`src/rtl/fast_pkg.sv`:
```
// Shared types for the FAST front end: arbiter state encoding and the
// coordinate-width rule used by every block that carries an (x, y) address.
package fast_pkg;

  typedef enum logic [1:0] {
    IDLE   = 2'd0,
    ACTIVE = 2'd1,
    DRAIN  = 2'd2,
    DONE   = 2'd3
  } arb_state_t;

  // Width wide enough to hold 0..max_v inclusive, so a full frame size fits.
  function automatic int coord_w(input int max_v);
    return $clog2(max_v) + 1;
  endfunction

endpackage

```
`src/rtl/raster_tracker.sv`:
```
// Tracks where the next in-order write must land and how many rows are
// complete; row_complete_o flags the write that finishes the current row.
module raster_tracker
  import fast_pkg::*;
#(
  parameter int X_MAX = 10,
  parameter int Y_MAX = 10
) (
  input  logic                    clk,
  input  logic                    rst,
  input  logic                    clear_i,
  input  logic                    adv_i,
  input  logic [$clog2(X_MAX):0]  max_x_i,
  output logic [$clog2(X_MAX):0]  ex_o,
  output logic [$clog2(Y_MAX):0]  ey_o,
  output logic [$clog2(Y_MAX):0]  rows_done_o,
  output logic                    row_complete_o
);

  localparam int XW = coord_w(X_MAX);
  localparam int YW = coord_w(Y_MAX);

  logic [XW-1:0] ex_q, ex_d;
  logic [YW-1:0] ey_q, ey_d;
  logic [YW-1:0] rows_q, rows_d;
  logic          last_col;

  assign last_col       = (ex_q == max_x_i - XW'(1));
  assign row_complete_o = adv_i && last_col;

  always_comb begin
    ex_d   = ex_q;
    ey_d   = ey_q;
    rows_d = rows_q;
    if (clear_i) begin
      ex_d   = '0;
      ey_d   = '0;
      rows_d = '0;
    end else if (adv_i) begin
      if (last_col) begin
        ex_d   = '0;
        ey_d   = ey_q + YW'(1);
        rows_d = rows_q + YW'(1);
      end else begin
        ex_d = ex_q + XW'(1);
      end
    end
  end

  always_ff @(posedge clk) begin
    if (rst) begin
      ex_q   <= '0;
      ey_q   <= '0;
      rows_q <= '0;
    end else begin
      ex_q   <= ex_d;
      ey_q   <= ey_d;
      rows_q <= rows_d;
    end
  end

  assign ex_o        = ex_q;
  assign ey_o        = ey_q;
  assign rows_done_o = rows_q;

endmodule

```
`src/rtl/image_sram_arbiter.sv`:
```
// Shares the single-port intermediate image SRAM between the in-order blur
// writer and the FAST reader, keeping the reader ROW_LEAD rows behind.
module image_sram_arbiter
  import fast_pkg::*;
#(
  parameter int X_MAX       = 10,
  parameter int Y_MAX       = 10,
  parameter int PIXEL_DEPTH = 8,
  parameter int ROW_LEAD    = 3
) (
  input  logic                    clk,
  input  logic                    rst,
  input  logic                    frame_start,
  input  logic [$clog2(X_MAX):0]  max_x,
  input  logic [$clog2(Y_MAX):0]  max_y,
  input  logic                    wr_req,
  input  logic [$clog2(X_MAX):0]  wr_x,
  input  logic [$clog2(Y_MAX):0]  wr_y,
  input  logic [PIXEL_DEPTH-1:0]  wr_data,
  output logic                    wr_gnt,
  input  logic                    rd_req,
  input  logic [$clog2(X_MAX):0]  rd_x,
  input  logic [$clog2(Y_MAX):0]  rd_y,
  output logic                    rd_gnt,
  output logic                    rd_valid,
  output logic [PIXEL_DEPTH-1:0]  rd_data,
  output logic [$clog2(X_MAX):0]  sram_x,
  output logic [$clog2(Y_MAX):0]  sram_y,
  output logic                    sram_wen,
  output logic                    sram_ren,
  output logic [PIXEL_DEPTH-1:0]  sram_wdat,
  input  logic [PIXEL_DEPTH-1:0]  sram_rdat,
  output logic [$clog2(Y_MAX):0]  rows_done,
  output logic                    wr_err,
  output logic                    frame_done
);

  localparam int XW  = coord_w(X_MAX);
  localparam int YW  = coord_w(Y_MAX);
  localparam int YW1 = YW + 1;

  arb_state_t    state_q, state_d;
  logic [XW-1:0] max_x_q;
  logic [YW-1:0] max_y_q;
  logic          last_rd_q;
  logic          wr_err_q;
  logic          rd_valid_q;

  logic [XW-1:0] ex;
  logic [YW-1:0] ey;
  logic [YW-1:0] rows_w;
  logic          row_complete;

  logic          wr_active;
  logic          wr_match;
  logic          wr_elig;
  logic          wr_mis;
  logic [YW1-1:0] rd_lead_row;
  logic          rd_lead_ok;
  logic          rd_elig;
  logic          rd_last_pix;

  raster_tracker #(
    .X_MAX (X_MAX),
    .Y_MAX (Y_MAX)
  ) u_tracker (
    .clk            (clk),
    .rst            (rst),
    .clear_i        (frame_start),
    .adv_i          (wr_gnt),
    .max_x_i        (max_x_q),
    .ex_o           (ex),
    .ey_o           (ey),
    .rows_done_o    (rows_w),
    .row_complete_o (row_complete)
  );

  assign wr_active = (state_q == ACTIVE) && wr_req;
  assign wr_match  = (wr_x == ex) && (wr_y == ey);
  assign wr_elig   = wr_active && wr_match;
  assign wr_mis    = wr_active && !wr_match;

  // One extra bit so rd_y + ROW_LEAD cannot wrap near the bottom of the frame.
  assign rd_lead_row = {1'b0, rd_y} + YW1'(ROW_LEAD);
  assign rd_lead_ok  = (rd_lead_row < {1'b0, rows_w}) || (rows_w == max_y_q);
  assign rd_elig     = rd_req && ((state_q == ACTIVE) || (state_q == DRAIN)) &&
                       (rd_x < max_x_q) && (rd_y < max_y_q) && rd_lead_ok;

  // Writer wins a tie only if the reader had the previous grant.
  assign wr_gnt = wr_elig && (!rd_elig || last_rd_q);
  assign rd_gnt = rd_elig && !wr_gnt;

  assign rd_last_pix = (rd_x == max_x_q - XW'(1)) && (rd_y == max_y_q - YW'(1));

  always_comb begin
    state_d = state_q;
    case (state_q)
      ACTIVE:  if (row_complete && (ey == max_y_q - YW'(1))) state_d = DRAIN;
      DRAIN:   if (rd_gnt && rd_last_pix) state_d = DONE;
      default: state_d = state_q;
    endcase
    if (frame_start) state_d = ACTIVE;
  end

  always_ff @(posedge clk) begin
    if (rst) begin
      state_q    <= IDLE;
      max_x_q    <= '0;
      max_y_q    <= '0;
      last_rd_q  <= 1'b1;
      wr_err_q   <= 1'b0;
      rd_valid_q <= 1'b0;
    end else begin
      state_q    <= state_d;
      rd_valid_q <= rd_gnt;
      if (frame_start) begin
        max_x_q <= max_x;
        max_y_q <= max_y;
      end
      if (wr_gnt)      last_rd_q <= 1'b0;
      else if (rd_gnt) last_rd_q <= 1'b1;
      if (frame_start) wr_err_q <= 1'b0;
      else if (wr_mis) wr_err_q <= 1'b1;
    end
  end

  assign sram_wen   = wr_gnt;
  assign sram_ren   = rd_gnt;
  assign sram_x     = wr_gnt ? wr_x : (rd_gnt ? rd_x : '0);
  assign sram_y     = wr_gnt ? wr_y : (rd_gnt ? rd_y : '0);
  assign sram_wdat  = wr_gnt ? wr_data : '0;
  assign rd_valid   = rd_valid_q;
  assign rd_data    = rd_valid_q ? sram_rdat : '0;
  assign rows_done  = rows_w;
  assign wr_err     = wr_err_q;
  assign frame_done = (state_q == DONE);

endmodule

```
`config.mk`:
```
export PLATFORM = sky130hd
export DESIGN_NAME = image_sram_arbiter
export DESIGN_NICKNAME = d
export VERILOG_FILES = /design/src/rtl/fast_pkg.sv /design/src/rtl/raster_tracker.sv /design/src/rtl/image_sram_arbiter.sv
export SDC_FILE = /design/constraint.sdc
export NUM_CORES = 1
export LEC_CHECK = 0
export CORE_MARGIN = 2
export CORE_UTILIZATION = 48
export DETAILED_ROUTE_END_ITERATION = 12
export PLACE_DENSITY = 0.82
export SKIP_LAST_GASP = 1
export SYNTH_ARGS = -nofsm -noshare
export SYNTH_HDL_FRONTEND = slang
export SYNTH_HIERARCHICAL = 1
export SYNTH_SLANG_ARGS = --single-unit
export TNS_END_PERCENT = 20
```
`constraint.sdc`:
```
create_clock -name clk -period 5.9 [get_ports clk]
set_input_delay 1.18 -clock clk [delete_from_list [all_inputs] [get_ports clk]]
set_output_delay 1.18 -clock clk [all_outputs]
set_load 0.01 [all_outputs]
```
---- Word-level counts from Yosys, hierarchy flattened ----
Cells that the tools add are included.
Widths: inputs -> output; s select.
word-level totals
  flip-flop bits (word level) ............. 30
  input bits .............................. 51
  output and inout port bits .............. 38
  logic and storage cells ................. 73
cells by class
  $add $sub $neg .......................... 6
  magnitude comparators ................... 3
  equal/unequal tests ..................... 14
  multiplexer cells ....................... 13
  reduce and logical (&&, ||, !) cells .... 27
operator list
  operator             number
  $eq 5x5->1           7
  $mux 5               5
  $mux 8               2
  $add 5x1->5 const B  3
  $logic_and 1x1->1    14
  $lt 5x5->1           2
  $sub 5x1->5 const B  2
  $add 5x2->6 const B  1
  $lt 6x5->1           1
  $ne 3x2->1 const B   2
  $reduce_and 3->1     2
  $eq 2x2->1 const B   2
  $mux 2               2
  $ne 2x1->1 const B   2
  $pmux 2 s2           1
  $reduce_bool 2->1    2
  $logic_not 1->1      3
  $logic_or 1x1->1     3
  $mux 1               3
  $reduce_bool 3->1    1
  $eq 2x1->1 const B   1
  $reduce_and 2->1     1
  $reduce_or 2->1      1

---- Longest topological paths before layout ----
Gate-level depths: netlist (run 1).
  depth in word-level cells ............... 15
  depth in mapped cells ................... 20
  depth with buffers taken out ............ 17

---- By module ----
The synthesis (run 1) kept the hierarchy.
modules (own cells, without submodules)
  module              times used  cells each  area an instance (µm²)  sequential area each (µm²)
  image_sram_arbiter  1           240         1918.1                  300.3
  raster_tracker      1           106         940.9                   300.3

---- Worst setup path after synthesis (run 1) ----
Ideal clock, no wire load.
  path kind ............................... input to register
  start ................................... input rd_y[2]
  end ..................................... register state_q[0]
  setup time .............................. 0.123 ns
  data arrival time ....................... 4.885 ns
  required time ........................... 5.777 ns
  setup slack ............................. 0.892 ns
  stages on the path ...................... 20
  buffers on the path ..................... 4
  cell sequence ........................... clkbuf_1 > o21ai_0 > xnor2_1 > ha_1 > o21a_1 > o21ai_0 > o21ai_1 > a2111o_1 > o21a_1 > clkbuf_1 > buf_2 > inv_1 > nor4_2 > and3_1 > buf_6 > and3_1 > nand4_1 > or4_1 > a21boi_0 > a211oi_1
on the way
  elaborated cells on any way between the ends .. 19
  those cells by class .................... add/sub (1); order compare (2); eq/ne (3); reduce/logical (13)
RTL lines
  element                              RTL line                   text
  from (decl)                          image_sram_arbiter.sv:23   input logic [$clog2(Y_MAX):0] rd_y,
  $add 5x2->6                          image_sram_arbiter.sv:84   assign rd_lead_row = {1'b0, rd_y} + YW1'(ROW_LEAD);
  $lt 6x5->1                           image_sram_arbiter.sv:85   assign rd_lead_ok = (rd_lead_row < {1'b0, rows_w}) || (rows_w == max_y_q);
  $logic_or 1x1->1                     image_sram_arbiter.sv:85
  $logic_and 1x1->1 *                  image_sram_arbiter.sv:87   (rd_x < max_x_q) && (rd_y < max_y_q) && rd_lead_ok;
  $logic_not 1->1 *                    image_sram_arbiter.sv:90   assign wr_gnt = wr_elig && (!rd_elig || last_rd_q);
  $logic_or 1x1->1 *                   image_sram_arbiter.sv:90
  $logic_and 1x1->1 *                  image_sram_arbiter.sv:90
  via sram_wen                         image_sram_arbiter.sv:29   output logic sram_wen,
  $logic_and 1x1->1 *                  raster_tracker.sv:29       assign row_complete_o = adv_i && last_col;
  via row_complete                     image_sram_arbiter.sv:52   logic row_complete;
  $logic_and 1x1->1 *                  image_sram_arbiter.sv:98   ACTIVE: if (row_complete && (ey == max_y_q - YW'(1))) state_d = DRAIN;
  $ne 3x2->1 (no source line) *        -
  $reduce_and 3->1 (no source line) *  -
  to (signal assigned)                 image_sram_arbiter.sv:114  state_q <= state_d;
  to (decl)                            image_sram_arbiter.sv:42   arb_state_t state_q, state_d;
The timed path passes the listed nets; every way through them passes the cells marked *.
A chain may end at the register's enable or synchronous reset.

---- Worst setup path in the final report (run 1) ----
  start ................................... input rd_y[0]
  end ..................................... output sram_x[0]
on the way
  longest elaborated chain between the ends .. 11
  elaborated cells on any way between the ends .. 13
  those cells by class .................... add/sub (1); order compare (2); mux (2); reduce/logical (8)
ends and longest elaborated chain
  element              RTL line                   text
  $add 5x2->6          image_sram_arbiter.sv:84
  $lt 6x5->1           image_sram_arbiter.sv:85
  $logic_or 1x1->1     image_sram_arbiter.sv:85
  $logic_and 1x1->1 *  image_sram_arbiter.sv:87
  $logic_not 1->1      image_sram_arbiter.sv:90
  $logic_or 1x1->1     image_sram_arbiter.sv:90
  $logic_and 1x1->1    image_sram_arbiter.sv:90
  $logic_not 1->1      image_sram_arbiter.sv:91   assign rd_gnt = rd_elig && !wr_gnt;
  $logic_and 1x1->1    image_sram_arbiter.sv:91
  $mux 5               image_sram_arbiter.sv:129  assign sram_x = wr_gnt ? wr_x : (rd_gnt ? rd_x : '0);
  $mux 5 *             image_sram_arbiter.sv:129
  to (decl)            image_sram_arbiter.sv:27   output logic [$clog2(X_MAX):0] sram_x,
Every way passes the cells marked *; elsewhere a longest branch is shown, timed or not.

==> qor.csv, run 1 <==
metric;value;unit
area_growth;37.5;%
hold_viol_final;0;
final_cell_mix;88 x clkdlybuf4s50_1, 33 x nor2_1, 32 x inv_1, 30 x dfxtp_1, 29 x xnor2_1;
stdcell_count;505;
tightestPinTransition;0.865;ns
critPathKind;primary input to primary output;
fin_ws;0.261;ns
drtPass1Iterations;5;
power_density;164;mW/mm^2
drcViolationCount;0;
root_buffer;clkbuf_8;
syn_area_per_cell;8.26;sq um
synth_cells;346;
tritoncts;yes;
grt_pass1_vias;2587;
hold_path.class;flop to flop;
arrival;4.46;ns
syn-num-nets;421;
grt_max_degree;31;
p_leak;1.57;nW
gp_congestion;0.921;
crit_path_start_kind;primary input;
ctsHtreeMaxLevel;2;
drt_iter0_drc;233;
grt-ovfl-total;0;
synth_cell_types;53;
post_cts_buffers;0;
drv_slew;0;
layout_commonest_cell;clkdlybuf4s50_1;
critPathRequiredTime;4.72;ns
crit_fanout;30;
status;complete, no violations;
postLayoutCoreUtil;67.2;%
fin_crit_sh;95.6;%
r2r_slack;2.07;ns
die_x;81.2;um
yosysWarningCount;6;
async_reset_ff_share;0;%
cts_made_buffers;5;
grt_usage;25.9;%
end_kind;primary output;
drt_wl_total;8270;um
cts_buffer_depth;2;
slew_headroom;42.1;%
peakVddDrop;0.000117;V
cts_sinks;30;
grt_pass1_wl;12900;um
finalSetupViolCount;0;
drv_cap;0;
finalNetCount;504;
synth_edf_count;0;
cts_resized;0;
floorplan.die_area;0.00659;sq mm
final_area;0.00393;sq mm
min_period;5.64;ns
antenna_found_initial;0;
n_fill_cell;465;
multiInputGateArea;0.00204;sq mm
postPlaceCellArea;0.00379;sq mm
io_pins;89;
dpl.hpwl;6240;um
clk_pin_slew;0.07;ns
timing.fmax;177;MHz
start_util;48.9;%
core_area;0.00585;sq mm
hold_buffers;0;
avgViaCountPerCell;5.61;
register_area;601;sq um
rsz0062_at_grt;false;
ys_seq_area_share;21.0;%
tns;0;ns
die_h;81.2;um
drive_above_1_share;7.44;%
fin_skew;0.00370;ns
synth.cell_area;0.00286;sq mm
std_cell_rows;28;
vias;2832;
ant_nets;0;
worstSkewPairLatency;0.29;ns
port-buffer-count;88;
placedCellCount;497;
n_antenna_cell;0;
synth_ff_type;dfxtp_1;
synth-seq-cells;30;
wl_per_cell;16.4;um
pre_cts_ws;0.311;ns
## critical path, cell delays in order
cell and delay (ns):
clkdlybuf4s50_1 0.52, inv_1 0.10, ha_1 0.29, inv_1 0.04
ha_1 0.29, a2111oi_2 0.30, o21ai_1 0.14, a2111o_1 0.41
o21a_1 0.22, buf_12 0.18, mux2_4 0.30, clkdlybuf4s50_1 0.47
## cell usage after synthesis, drive strengths merged, types with 2 or more instances
cell type	count	area [sq um]
clkbuf	10	37.5
and3	2	12.5
nand4	14	87.6
o21ai	7	35.0
a221oi	3	26.3
or3	6	37.5
nor2	33	124
buf	7	57.5
nor2b	3	18.8
ha	24	300
xor2	17	149
a21o	2	15.0
and2	17	106
a21oi	3	15.0
nand2	19	71.3
dfxtp	30	601
o21ba	2	20.0
o21a	3	22.5
mux2	10	146
a41oi	2	17.5
nor4	9	62.6
nand3	8	40.0
inv	32	120
xnor2	29	254
nor3	14	75.1
mux2i	19	190
o31ai	2	15.0
## routing by layer
layer | up-vias | wire length [um] | global-route usage (%)
met5 | - | 0 | 0
met2 | 153 | 3780 | 43.6
met3 | 21 | 813 | 6.44
li1 | 1362 | - | -
met4 | 0 | 219 | 10.7
met1 | 1296 | 3450 | 31.5
## final timing paths
kind / depth (start not counted) / end / startpoint
min reg2reg: 1 / wr_err / wr_err
max: 12 / sram_x[0] / rd_y[0]
max reg2reg: 16 / state_q[0] / u_tracker/rows_done_o[2]
min: 1 / wr_err / wr_err
## logic make-up after synthesis
logic type | after synthesis | share of synthesized area [%]
AO/OA/AOI/OAI | 33 | 8.75
XOR/XNOR | 48 | 15.8
adder cells (fa/ha/maj) | 25 | 10.9
buffers and inverters | 49 | 7.53
flip-flops | 30 | 21.0
multiplexers | 29 | 11.8
AND/OR/NAND/NOR | 132 | 24.3
## layout make-up
type | count | share of cell area [%]
inverter | 32 | 3.06
timing repair buffer | 93 | 23.7
sequential | 30 | 15.3
tap | 75 | 2.39
multi-input combinational | 267 | 52.0
clock buffer | 6 | 2.10
clock inverter | 2 | 1.53
## flip-flops by register name, summed over array words and instances (netlist names)
signal	cells
max_x_q	5
max_y_q	5
u_tracker/ex_o	5
u_tracker/ey_o	5
u_tracker/rows_done_o	5
state_q	2
last_rd_q	1
rd_valid	1
wr_err	1
## stage by stage
stage	hold WS, ns	total power, W
6_report	0.494	0.000644
5_1_grt	0.526	0.000674
4_1_cts	0.495	0.000646
3_5_place_dp	0.479	0.000380
3_3_place_gp	0.452	0.000375
2_1_floorplan	0.445	0.000314
## report_power, final
| part | switching (W) | leakage [nW] | internal, W |
|---|---|---|---|
| combinational | 0.0000761 | 1.25 | 0.0000839 |
| sequential | 0.0000107 | 0.244 | 0.000208 |
| clock | 0.0000854 | 0.0714 | 0.000180 |
| total | 0.000172 | 1.57 | 0.000472 |
No activity file was read; power rests on OpenSTA's default activity.
==> run 2: changes to the inputs <==
==> constraint.sdc (replaced) <==
create_clock -name clk -period 6.1 [get_ports clk]
set_input_delay 1.22 -clock clk [delete_from_list [all_inputs] [get_ports clk]]
set_output_delay 1.22 -clock clk [all_outputs]
set_load 0.01 [all_outputs]
==> qor.csv, run 2 (synthesis gave the netlist of run 1 again) <==
metric;value;unit
status;complete, no violations;
tightestPinTransition;0.897;ns
power.total;0.000542;W
core_area;0.00585;sq mm
vias;2851;
fin_crit_sh;95.2;%
dpl.hpwl;6490;um
worstSkewPairLatency;0.30;ns
clk_pin_slew;0.07;ns
slew_headroom;40.0;%
ctsHtreeMaxLevel;2;
die_h;81.2;um
finalNetCount;504;
grt_usage;25.8;%
arrival;4.59;ns
peakVddDrop;0.000135;V
final_cell_mix;88 x clkdlybuf4s50_1, 33 x nor2_1, 32 x inv_1, 30 x dfxtp_1, 29 x xnor2_1;
switching_power;0.000169;W
fin_skew;0.00870;ns
power_density;140;mW/mm^2
hold_path.class;flop to flop;
grt_pass1_vias;2529;
die_x;81.2;um
p_leak;1.54;nW
p_int;0.000373;W
n_fill_cell;467;
drtPass1Iterations;6;
io_pins;89;
stdcell_count;505;
root_buffer;clkbuf_8;
ant_nets;0;
tns;0;ns
drt_iter0_drc;265;
port-buffer-count;88;
grt-ovfl-total;0;
rsz0062_at_grt;false;
power_frac_comb;28.8;%
drv_slew;0;
hold_buffers;0;
floorplan.die_area;0.00659;sq mm
drv_cap;0;
finalSetupViolCount;0;
placedCellCount;497;
gp_congestion;0.938;
p_clk_share;32.1;%
post_cts_buffers;0;
cts_resized;0;
drt_wl_total;8570;um
grt_max_degree;23;
cts_buffer_depth;2;
wl_per_cell;17.0;um
end_kind;primary output;
drive_above_1_share;7.44;%
start_util;48.9;%
cts_sinks;30;
p_seq_share;39.1;%
drcViolationCount;0;
whs_path_depth;1;
timing.fmax;172;MHz
antenna_found_initial;0;
avgViaCountPerCell;5.65;
area_growth;35.4;%
crit_fanout;19;
critPathKind;primary input to primary output;
n_antenna_cell;0;
critPathRequiredTime;4.88;ns
hold_viol_final;0;
rr_worst_depth;16;
grt_pass1_wl;12800;um
p_sw_share;31.2;%
std_cell_rows;28;
crit_path_start_kind;primary input;
tritoncts;yes;
layout_commonest_cell;clkdlybuf4s50_1;
postLayoutCoreUtil;66.2;%
cts_made_buffers;5;
min_period;5.81;ns
==> run 2: cell types whose count changed in the layout (fill, tap and decap cells not counted), sizes merged <==
cell	before	now
bufinv	2	0
clkinv	0	1
clkinvlp	0	1
==> run 2: final cells by class <==
cell class	instances	area [sq um]	share of cell area (%)
Multi-Input combinational cell	267	2040	52.8
Timing Repair Buffer	93	918	23.7
Sequential cell	30	601	15.5
Inverter	32	120	3.10
Tap cell	75	93.8	2.42
Clock buffer	6	82.6	2.13
Clock inverter	2	12.5	0.323
==> run 2: worst max-delay path, stage by stage <==
cell	delay [ns]
clkdlybuf4s50_1	0.62
inv_1	0.12
ha_1	0.22
xnor2_1	0.13
ha_1	0.28
o21a_1	0.18
o21ai_0	0.16
o21ai_1	0.08
a2111o_1	0.39
o21a_1	0.20
buf_4	0.21
mux2_4	0.31
clkdlybuf4s50_1	0.47
==> run 2: layer usage <==
layer / routed length, um / GRT usage [%]
met5: 0 / 0
met4: 135 / 9.32
met3: 737 / 5.33
met2: 4020 / 44.5
met1: 3680 / 31.6
==> run 2: metrics by stage <==
step	cell area (sq um)	worst slack [ns]	hold WS [ns]
after detailed placement	3780	0.365	0.458
final	3870	0.290	0.483
after global placement	3780	0.449	0.449
after floorplan	2860	1.05	0.445
after CTS	3870	0.337	0.474
after global routing	3870	0.190	0.512
==> run 2: path summary, 6_finish.rpt <==
check,slack (ns),endpoint,from
min reg2reg,0.48,wr_err,wr_err
min,0.48,wr_err,wr_err
max reg2reg,2.37,state_q[0],u_tracker/rows_done_o[2]
max,0.29,sram_y[1],rd_y[1]
==> run 2: power by group through the flow <==
stage	combinational, W	clock (W)	sequential, W
floorplan	0.0000930	0	0.000211
detailed placement	0.000151	0	0.000216
finish	0.000156	0.000174	0.000212
global placement	0.000147	0	0.000215
CTS	0.000153	0.000175	0.000211
global route	0.000169	0.000184	0.000213
